## src/rtl/aig_drv_pkg.sv

```systemverilog
// rtl/aig_drv_pkg.sv - shared state encoding and MISR step function for aig_vector_driver
package aig_drv_pkg;

   typedef enum logic [1:0] {IDLE, RUN, DONE} drv_state_t;

   // Widest signature the step function handles; callers zero-extend into it.
   localparam int MISR_MAX_W = 32;

   function automatic logic [MISR_MAX_W-1:0] misr_next(
      input logic [MISR_MAX_W-1:0] sig,
      input logic [MISR_MAX_W-1:0] data,
      input logic [MISR_MAX_W-1:0] poly,
      input int                    width
   );
      logic [MISR_MAX_W-1:0] mask;
      logic                  msb;
      mask = {MISR_MAX_W{1'b1}} >> (MISR_MAX_W - width);
      msb  = |(sig & (MISR_MAX_W'(1) << (width - 1)));
      return ((sig << 1) ^ (msb ? poly : '0) ^ data) & mask;
   endfunction

endpackage

```

## src/rtl/aig_misr.sv

```systemverilog
// rtl/aig_misr.sv - signature register compacting circuit responses
module aig_misr
   import aig_drv_pkg::*;
#(
   parameter int                MISR_W    = 16,
   parameter int                DATA_W    = 2,
   parameter logic [MISR_W-1:0] MISR_POLY = 16'h1021,
   parameter logic [MISR_W-1:0] MISR_SEED = '0
) (
   input  logic              clk,
   input  logic              rst,
   input  logic              clear,
   input  logic              en,
   input  logic [DATA_W-1:0] data,
   output logic [MISR_W-1:0] sig
);

   always_ff @(posedge clk or posedge rst) begin
      if (rst) begin
         sig <= MISR_SEED;
      end else if (clear) begin
         sig <= MISR_SEED;
      end else if (en) begin
         sig <= MISR_W'(misr_next(MISR_MAX_W'(sig), MISR_MAX_W'(data),
                                  MISR_MAX_W'(MISR_POLY), MISR_W));
      end
   end

endmodule

```

## src/rtl/aig_vector_driver.sv

```systemverilog
// rtl/aig_vector_driver.sv - exhaustive input sweep with MISR response compaction
// Optional AIG_DRV_STREAM_EN adds a per-vector {vector, response} stream with back-pressure.
module aig_vector_driver
   import aig_drv_pkg::*;
#(
   parameter int                NUM_IN    = 7,
   parameter int                NUM_OUT   = 2,
   parameter int                SETTLE    = 1,
   parameter int                MISR_W    = 16,
   parameter logic [MISR_W-1:0] MISR_POLY = 16'h1021,
   parameter logic [MISR_W-1:0] MISR_SEED = '0
) (
   input  logic                      clk,
   input  logic                      rst,
   input  logic                      start,
   output logic                      busy,
   output logic                      done,
   output logic [NUM_IN-1:0]         dut_in,
   input  logic [NUM_OUT-1:0]        dut_out,
`ifdef AIG_DRV_STREAM_EN
   output logic                      resp_valid,
   input  logic                      resp_ready,
   output logic [NUM_IN+NUM_OUT-1:0] resp_data,
`endif
   output logic [MISR_W-1:0]         signature
);

   localparam logic [7:0]      SETTLE_LAST = 8'(SETTLE);
   localparam logic [NUM_IN:0] LAST_VEC    = {1'b0, {NUM_IN{1'b1}}};

   drv_state_t      state;
   logic [NUM_IN:0] vec_cnt;
   logic [7:0]      settle_cnt;
   logic            sample_cycle;
   logic            fire;
   logic            accept;

   assign sample_cycle = (state == RUN) && (settle_cnt == SETTLE_LAST);
   assign accept       = (state == IDLE) && start;

`ifdef AIG_DRV_STREAM_EN
   assign fire       = sample_cycle && resp_ready;
   assign resp_valid = sample_cycle;
   assign resp_data  = {dut_in, dut_out};
`else
   assign fire = sample_cycle;
`endif

   // vec_cnt is cleared on the terminal sample, so dut_in reads 0 outside RUN.
   assign dut_in = vec_cnt[NUM_IN-1:0];

   always_ff @(posedge clk or posedge rst) begin
      if (rst) begin
         state      <= IDLE;
         busy       <= 1'b0;
         done       <= 1'b0;
         vec_cnt    <= '0;
         settle_cnt <= '0;
      end else begin
         case (state)
            IDLE: begin
               done <= 1'b0;
               if (start) begin
                  state      <= RUN;
                  busy       <= 1'b1;
                  vec_cnt    <= '0;
                  settle_cnt <= '0;
               end
            end
            RUN: begin
               if (fire) begin
                  settle_cnt <= '0;
                  if (vec_cnt == LAST_VEC) begin
                     state   <= DONE;
                     busy    <= 1'b0;
                     done    <= 1'b1;
                     vec_cnt <= '0;
                  end else begin
                     vec_cnt <= vec_cnt + (NUM_IN+1)'(1);
                  end
               end else if (!sample_cycle) begin
                  settle_cnt <= settle_cnt + 8'd1;
               end
            end
            DONE: begin
               done  <= 1'b0;
               state <= IDLE;
            end
            default: state <= IDLE;
         endcase
      end
   end

   aig_misr #(
      .MISR_W    (MISR_W),
      .DATA_W    (NUM_OUT),
      .MISR_POLY (MISR_POLY),
      .MISR_SEED (MISR_SEED)
   ) u_misr (
      .clk   (clk),
      .rst   (rst),
      .clear (accept),
      .en    (fire),
      .data  (dut_out),
      .sig   (signature)
   );

endmodule

```

## config.mk

```make
export PLATFORM = sky130hd
export DESIGN_NAME = aig_vector_driver
export DESIGN_NICKNAME = d
export VERILOG_FILES = /design/src/rtl/aig_drv_pkg.sv /design/src/rtl/aig_misr.sv /design/src/rtl/aig_vector_driver.sv
export SDC_FILE = /design/constraint.sdc
export NUM_CORES = 1
export LEC_CHECK = 0
export CORE_MARGIN = 10
export CORE_UTILIZATION = 55
export DETAILED_ROUTE_END_ITERATION = 10
export DONT_BUFFER_PORTS = 1
export PLACE_DENSITY = 0.7
export SYNTH_ARGS = -nofsm -noshare
export SYNTH_HDL_FRONTEND = slang
export SYNTH_SLANG_ARGS = --single-unit
```

## constraint.sdc

```tcl
create_clock -name clk -period 5.15 [get_ports clk]
set_clock_uncertainty 0.1 [all_clocks]
set_input_delay 0.7725 -clock clk [delete_from_list [all_inputs] [get_ports clk]]
set_output_delay 0.7725 -clock clk [all_outputs]
set_load 0.03 [all_outputs]
```

==> impl_results.md, run 1 <==
- Endpoints failing hold: 0
- Dpl ws: 2.547 ns
- DRT Pass-1 Iters: 5
- Longest Clk Path Bufs: 2
- Vias per inst: just under 6
- Grt ovf: 0
- Number of buffers created by CTS: 5
- RSZ-0062 raised after global routing: false
- Post-synth top cells: nand2_1 (37), dfrtp_1 (36), a21oi_1 (12)
- Post-CTS sizing: 0
- Area growth syn-to-layout: 3.149%
- Cts hold-fix bufs: 0
- Syn nets: 190
- Via Count: 1306
- Minimum clock period after layout: 2.288 ns
- P per Cell Area: 284.2 nW/um^2
- Vias in the first global route: between 1k and 1.5k
- Detail Placement HPWL: 2570 um
- Synth top area share: between 50% and 60%
- HP Class: in -> async
- YS warnings: 0
- Core ar.: 3078 um^2
- Startpoint Class: flip-flop
- Initial antenna violation count: 0
- Critical path arrival: 2.43 ns
- Drt drc: 0
- Status: completed
- Postcts setup bufs: 0
- Final GP Congestion: 0.7658
- Crit path largest cell delay: 0.83 ns
- Clk_lat worst skew: 0.36 ns
- Die height: slightly below 80 um
- Number of synthesized flops with an enable pin: 0
- Worst R2R Path Depth: 3
- First-pass GRT wire length: 5947 um
- Final Cycle Share: 44.42%
- Setup crit end kind: flip-flop
- Clock Tree Root: clkbuf_4
- Distinct cell type count after synthesis: 44
- Largest cells by area after synthesis: dfrtp_1 (50%), nand2_1 (7.8%), a21oi_1 (3.4%)
- Site Rows: 20
- Share of cells above drive strength 1: between 10% and 20%
- Transition time of the tightest slew-check pin: 0.9741 ns
- Final worst slack: 2.862 ns
- I/O pin count: 30
- Sinks on Clock Net: 36
- Pleak: about 0.76 nW
- Routed WL: about 3600 um
- Pin count of the biggest net entering global routing: 37
- Reg2Reg Setup Slack: 2.86 ns
- Input/output buffers: 0
- CTS tree: yes
- Max FO, Critical Path: 17
- Starting density of the core: 58.09%
- Multi-input logic area: between 700 and 800 um^2
- Sequential area share after synthesis: 50.38%
- Flops & latches, synth: 36
- Routed len/inst: ~16 um
- Register Area: 900.9 um^2
- Critical-path top delay cell: nor3b_2
- Critical Path, Cell by Cell: nor3b_2, a31oi_1, mux2_2
- Max-Cap Viols: 0
- Worst VDD drop: 0.2022 mV
- Post-route ant nets: 0
- Setup TNS: 0 ns
- Critical Path RT: 5.29 ns
- Slew margin rel.: 34.78%
- Netlist Area Pre-Place: between 1500 and 2000 um^2
- CTS H-tree lvls: 2
- Worst hold margin: 0.2809 ns
- Yosys top cell by area: dfrtp_1
- FILL cells: 277
- FFs w/ async S/R, synth: 100.0%
- R2R Path Start: state[0]
- Fmax: 437.1 MHz
- Die area: between 5000 and 6000 um^2
- RR Endpoint: vec_cnt[0]
- Die W: 77.02 um
- GRT Util Overall: 12.26%
- Post-synth top flop: dfrtp_1
- DRT iter0 DRCs: 82
- Average instance area after synthesis: approximately 10 um^2
- # setup viols final: 0
- Antenna diode count: 0
- Final Net Count: 186
- Most frequent cell after synthesis: nand2_1
- Cell count after synthesis: 182
- Clock slew seen by the registers of the worst setup and hold paths: 0.12 ns
- Final Max Slew Viols: 0
- Kind of critical path: reg -> reg
[cell families (layout without fill, tap and decap cells)]
group	after synthesis	count (layout)	synth area share [%]
and+or+nand+nor	77	77	22.18
buffers and inverters	15	12	5.528
muxes	1	1	0.6298
adders and majority gates	3	3	2.100
xor gates and xnor gates	8	8	3.919
AOI/OAI and AO/OA	42	42	15.26
DFF	36	36	50.38
[power by group]
| part | leakage [nW] | switching, mW | total, mW | internal [mW] |
|---|---|---|---|---|
| registers | 0.420 | 0.0199 | 0.308 | 0.288 |
| logic | 0.298 | 0.00895 | 0.0149 | 0.00593 |
| clock network | 0.0422 | 0.0990 | 0.201 | 0.102 |
[layer usage]
metal	share of wire (%)	vias up	track usage, %	wire [um]
met1	43	634	14.36	1555
met3	7.6	5	6.410	274
met2	49	31	19.22	1764
met4	0.96	0	3.285	35
li1	-	636	-	-
met5	0	-	0	0
[cell type report]
type	instances	share of cell area [%]
clock inverter	2	1.900
inverter	3	0.6106
multi-input combinational	131	43.01
clock buffer	6	2.239
timing repair buffer	1	0.4071
tap	44	2.985
sequential	36	48.85
[flip-flops by register name (all words and copies together), names as in the netlist]
name,cells
busy,1
done,1
settle_cnt,8
state,2
u_misr.sig,16
vec_cnt,8
[stage by stage]
step	area (um^2)	utilization [%]	power, mW	cells
finish	1844	59.92	0.5241	223
CTS	1844	59.92	0.5262	223
global placement	1768	57.44	0.3290	215
detailed placement	1768	57.44	0.3297	215
floorplan	1788	-	0.3239	182
global route	1844	59.92	0.5440	223
[worst max-delay path by stage]
stage / start / endpoint / slack [ns] / cells after the start
2_1_floorplan: start / vec_cnt[6] / 3.07 / 5
3_3_place_gp: start / vec_cnt[0] / 2.62 / 3
3_5_place_dp: start / vec_cnt[0] / 2.55 / 3
4_1_cts: state[0] / vec_cnt[4] / 2.82 / 4
5_1_grt: state[0] / vec_cnt[6] / 2.55 / 4
6_report: state[0] / vec_cnt[0] / 2.86 / 3
[cell usage in the layout, fill, tap and decap left out, types with 2 or more instances in the layout]
| cell type | count |
|---|---|
| xor2_1 | 3 |
| and3_2 | 2 |
| o21ai_0 | 9 |
| inv_1 | 3 |
| nand4_1 | 4 |
| dfrtp_1 | 36 |
| a22o_1 | 2 |
| a21oi_1 | 12 |
| nand3_1 | 7 |
| xnor2_1 | 5 |
| ha_1 | 3 |
| and3_1 | 2 |
| o31ai_1 | 5 |
| a31oi_1 | 4 |
| nand2_1 | 37 |
| clkbuf_4 | 5 |
| o21ai_1 | 2 |
| nor3_1 | 2 |
| nor2_1 | 10 |
[critical path: cells and delay by family (launching register included)]
family             cells  cell delay (ns)
and+or+nand+nor        1             0.83
AOI/OAI and AO/OA      1             0.40
muxes                  1             0.40
DFF                    1             0.46
Power figures use the tool's default switching activity.
==> inputs of run 2 (changes only) <==
--- a/config.mk
+++ b/config.mk
@@ -9,7 +9,7 @@
 export CORE_UTILIZATION = 55
 export DETAILED_ROUTE_END_ITERATION = 10
 export DONT_BUFFER_PORTS = 1
-export PLACE_DENSITY = 0.7
+export PLACE_DENSITY = 0.73
 export SYNTH_ARGS = -nofsm -noshare
 export SYNTH_HDL_FRONTEND = slang
 export SYNTH_SLANG_ARGS = --single-unit
==> constraint.sdc (replaced) <==
create_clock -name clk -period 2.1 [get_ports clk]
set_clock_uncertainty 0.1 [all_clocks]
set_input_delay 0.315 -clock clk [delete_from_list [all_inputs] [get_ports clk]]
set_output_delay 0.315 -clock clk [all_outputs]
set_load 0.03 [all_outputs]
==> run 2 against run 1 <==
Effect of this change:
- global-route usage increased by 1.3 points
- die area unchanged
- utilization increased by 3.8 points
- clock-buffer cell count unchanged
- fmax increased by 17%
- largest cell class unchanged
- largest power group unchanged
- highest routed layer unchanged
==> impl_results.md, run 2 (synthesis results as in run 1) <==
- Pin count of the biggest net entering global routing: 37
- Commonest non-fill, non-tap cells in the layout: nand2_1 (37), dfrtp_1 (36), buf_4 (13), a21oi_1 (12), nor2_1 (10)
- Number of buffers created by CTS: 5
- Biggest register: u_misr.sig
- CTS H-tree lvls: 2
- Minimum clock period after layout: 1.948 ns
- Biggest regs: u_misr.sig x16, settle_cnt x8, vec_cnt x8
- Max FO, Critical Path: 6
- Input/output buffers: 0
- Vias per inst: 5.713
- Clk_lat worst skew: 0.35 ns
- Site Rows: 20
- CTS tree: yes
- Transition time of the tightest slew-check pin: roughly 0.54 ns
- Logic pwr share: 3.0%
- Pwr Total: 1.275 mW
- Sw Share: between 20% and 30%
- Critical path origin: settle_cnt[0]
- Critical path arrival: 2.13 ns
- Finished Layout Cells: about 240
- Sinks on Clock Net: 36
- Worst VDD drop: 0.4777 mV
- Clock Tree Root: clkbuf_4
- P_sw: between 300 and 400 uW
- P per Cell Area: between 600 and 700 nW/um^2
- Final Net Count: 200
- Final GP Congestion: between 0.8 and 0.9
- Vias in the first global route: around 1.3k
- Starting density of the core: 58.09%
- Clock network fraction of total power: 37.7%
- Longest Clk Path Bufs: 2
- Power Internal: 972.6 uW
- R2R Path Start: settle_cnt[0]
- Placed Instances: 228
- Final Max Slew Viols: 0
- Kind of critical path: reg -> reg
- Share of cells above drive strength 1: 18.65%
- First-pass GRT wire length: 6582 um
- Critical Path RT: ~2.3 ns
- Die area: 5931 um^2
- Worst hold start: dut_out[1]
- Max reg flops: 16
- Clock slew seen by the registers of the worst setup and hold paths: 0.11 ns
- Drt drc: 0
- Die W: about 77 um
- Fmax: 513.3 MHz
- Endpoints failing hold: 0
- Commonest non-fill, non-tap cell in the layout: nand2_1
- Setup TNS: 0 ns
- DRT Pass-1 Iters: 5
- Sequential Power Share: 59.3%
- Startpoint Class: flip-flop
- Max-Cap Viols: 0
- # setup viols final: 0
- I/O pin count: 30
- Area growth syn-to-layout: 9.727%
- Via Count: 1354
- RSZ-0062 raised after global routing: false
- HP Class: in -> reg
- Slew margin rel.: between 60% and 70%
- DRT iter0 DRCs: 187
- Routed len/inst: 16.52 um
- GRT Util Overall: 13.52%
- Detail Placement HPWL: approximately 2900 um
- Initial antenna violation count: 0
- Routed WL: between 3000 and 4000 um
- Die height: around 77 um
- Core ar.: ~3000 um^2
- Antenna diode count: 0
- Status: completed
- Pleak: between 0.8 and 0.9 nW
- Post-route ant nets: 0
- Setup crit end kind: flip-flop
- Grt ovf: 0
- Final Cycle Share: 92.77%
-- run 2: changes by cell type in the layout (fill, tap and decap cells not counted), sizes merged --
| cell | before | now |
|---|---|---|
| buf | 1 | 14 |
| dlygate4sd3 | 0 | 1 |
-- run 2: metrics by stage --
stage | instance area (um^2) | util, % | setup slack (ns) | hold slack [ns]
finish | 1962 | 63.74 | 0.1519 | 0.03940
floorplan | 1788 | - | 0.1848 | 0.3702
CTS | 1952 | 63.41 | 0.09503 | 0.04342
global placement | 1866 | 60.61 | 0.1972 | 0.2303
detailed placement | 1866 | 60.61 | 0.1094 | 0.2370
global route | 1962 | 63.74 | 0.01813 | 0.04548
-- run 2: power by group through the flow --
stage          Combinational, mW  Sequential, mW  Clock (mW)
3_3_place_gp              0.0363           0.770           0
5_1_grt                   0.0446           0.760       0.535
4_1_cts                   0.0394           0.757       0.490
6_report                  0.0382           0.756       0.481
2_1_floorplan             0.0301           0.764           0
3_5_place_dp              0.0380           0.771           0
-- run 2: routing by layer --
layer,track usage [%],up-vias,share of wire (%)
li1,-,658,-
met3,5.478,6,7.6
met2,20.07,39,50
met4,5.839,0,1.4
met1,16.89,651,41
met5,0,-,0
-- run 2: path summary, 6_finish.rpt --
check / endpoint / slack [ns] / cells after the start
worst max-delay path: settle_cnt[3] / 0.15 / 5
worst min-delay path: u_misr.sig[1] / 0.04 / 2
worst max register to register: settle_cnt[3] / 0.15 / 5
worst min register to register: state[1] / 0.45 / 1
max in group asynchronous: u_misr.sig[11] / 1.18 / 3
min in group asynchronous: vec_cnt[2] / 0.40 / 3
-- run 2: timing repair --
action	4_1_cts	5_1_grt
gates resized for setup	0	2
endpoints found under the hold margin	36	0
buffers inserted	0	0
setup endpoints to repair	0	5
hold buffers	1	0
-- run 2: final cells by class --
| class | count | area (um^2) |
|---|---|---|
| tap | 44 | 55.05 |
| multi-input combinational | 131 | 799.5 |
| sequential | 36 | 900.9 |
| clock inverter | 2 | 35.03 |
| fill | 250 | 1116 |
| timing repair buffer | 15 | 118.9 |
| inverter | 3 | 11.26 |
| clock buffer | 6 | 41.29 |
-- run 2: critical path: stages, from the launching register on --
cell and delay (ns):
dfrtp_1 0.46, ha_1 0.23, or4b_4 0.24, o21ai_2 0.11, or4_2 0.66, nand3_1 0.10
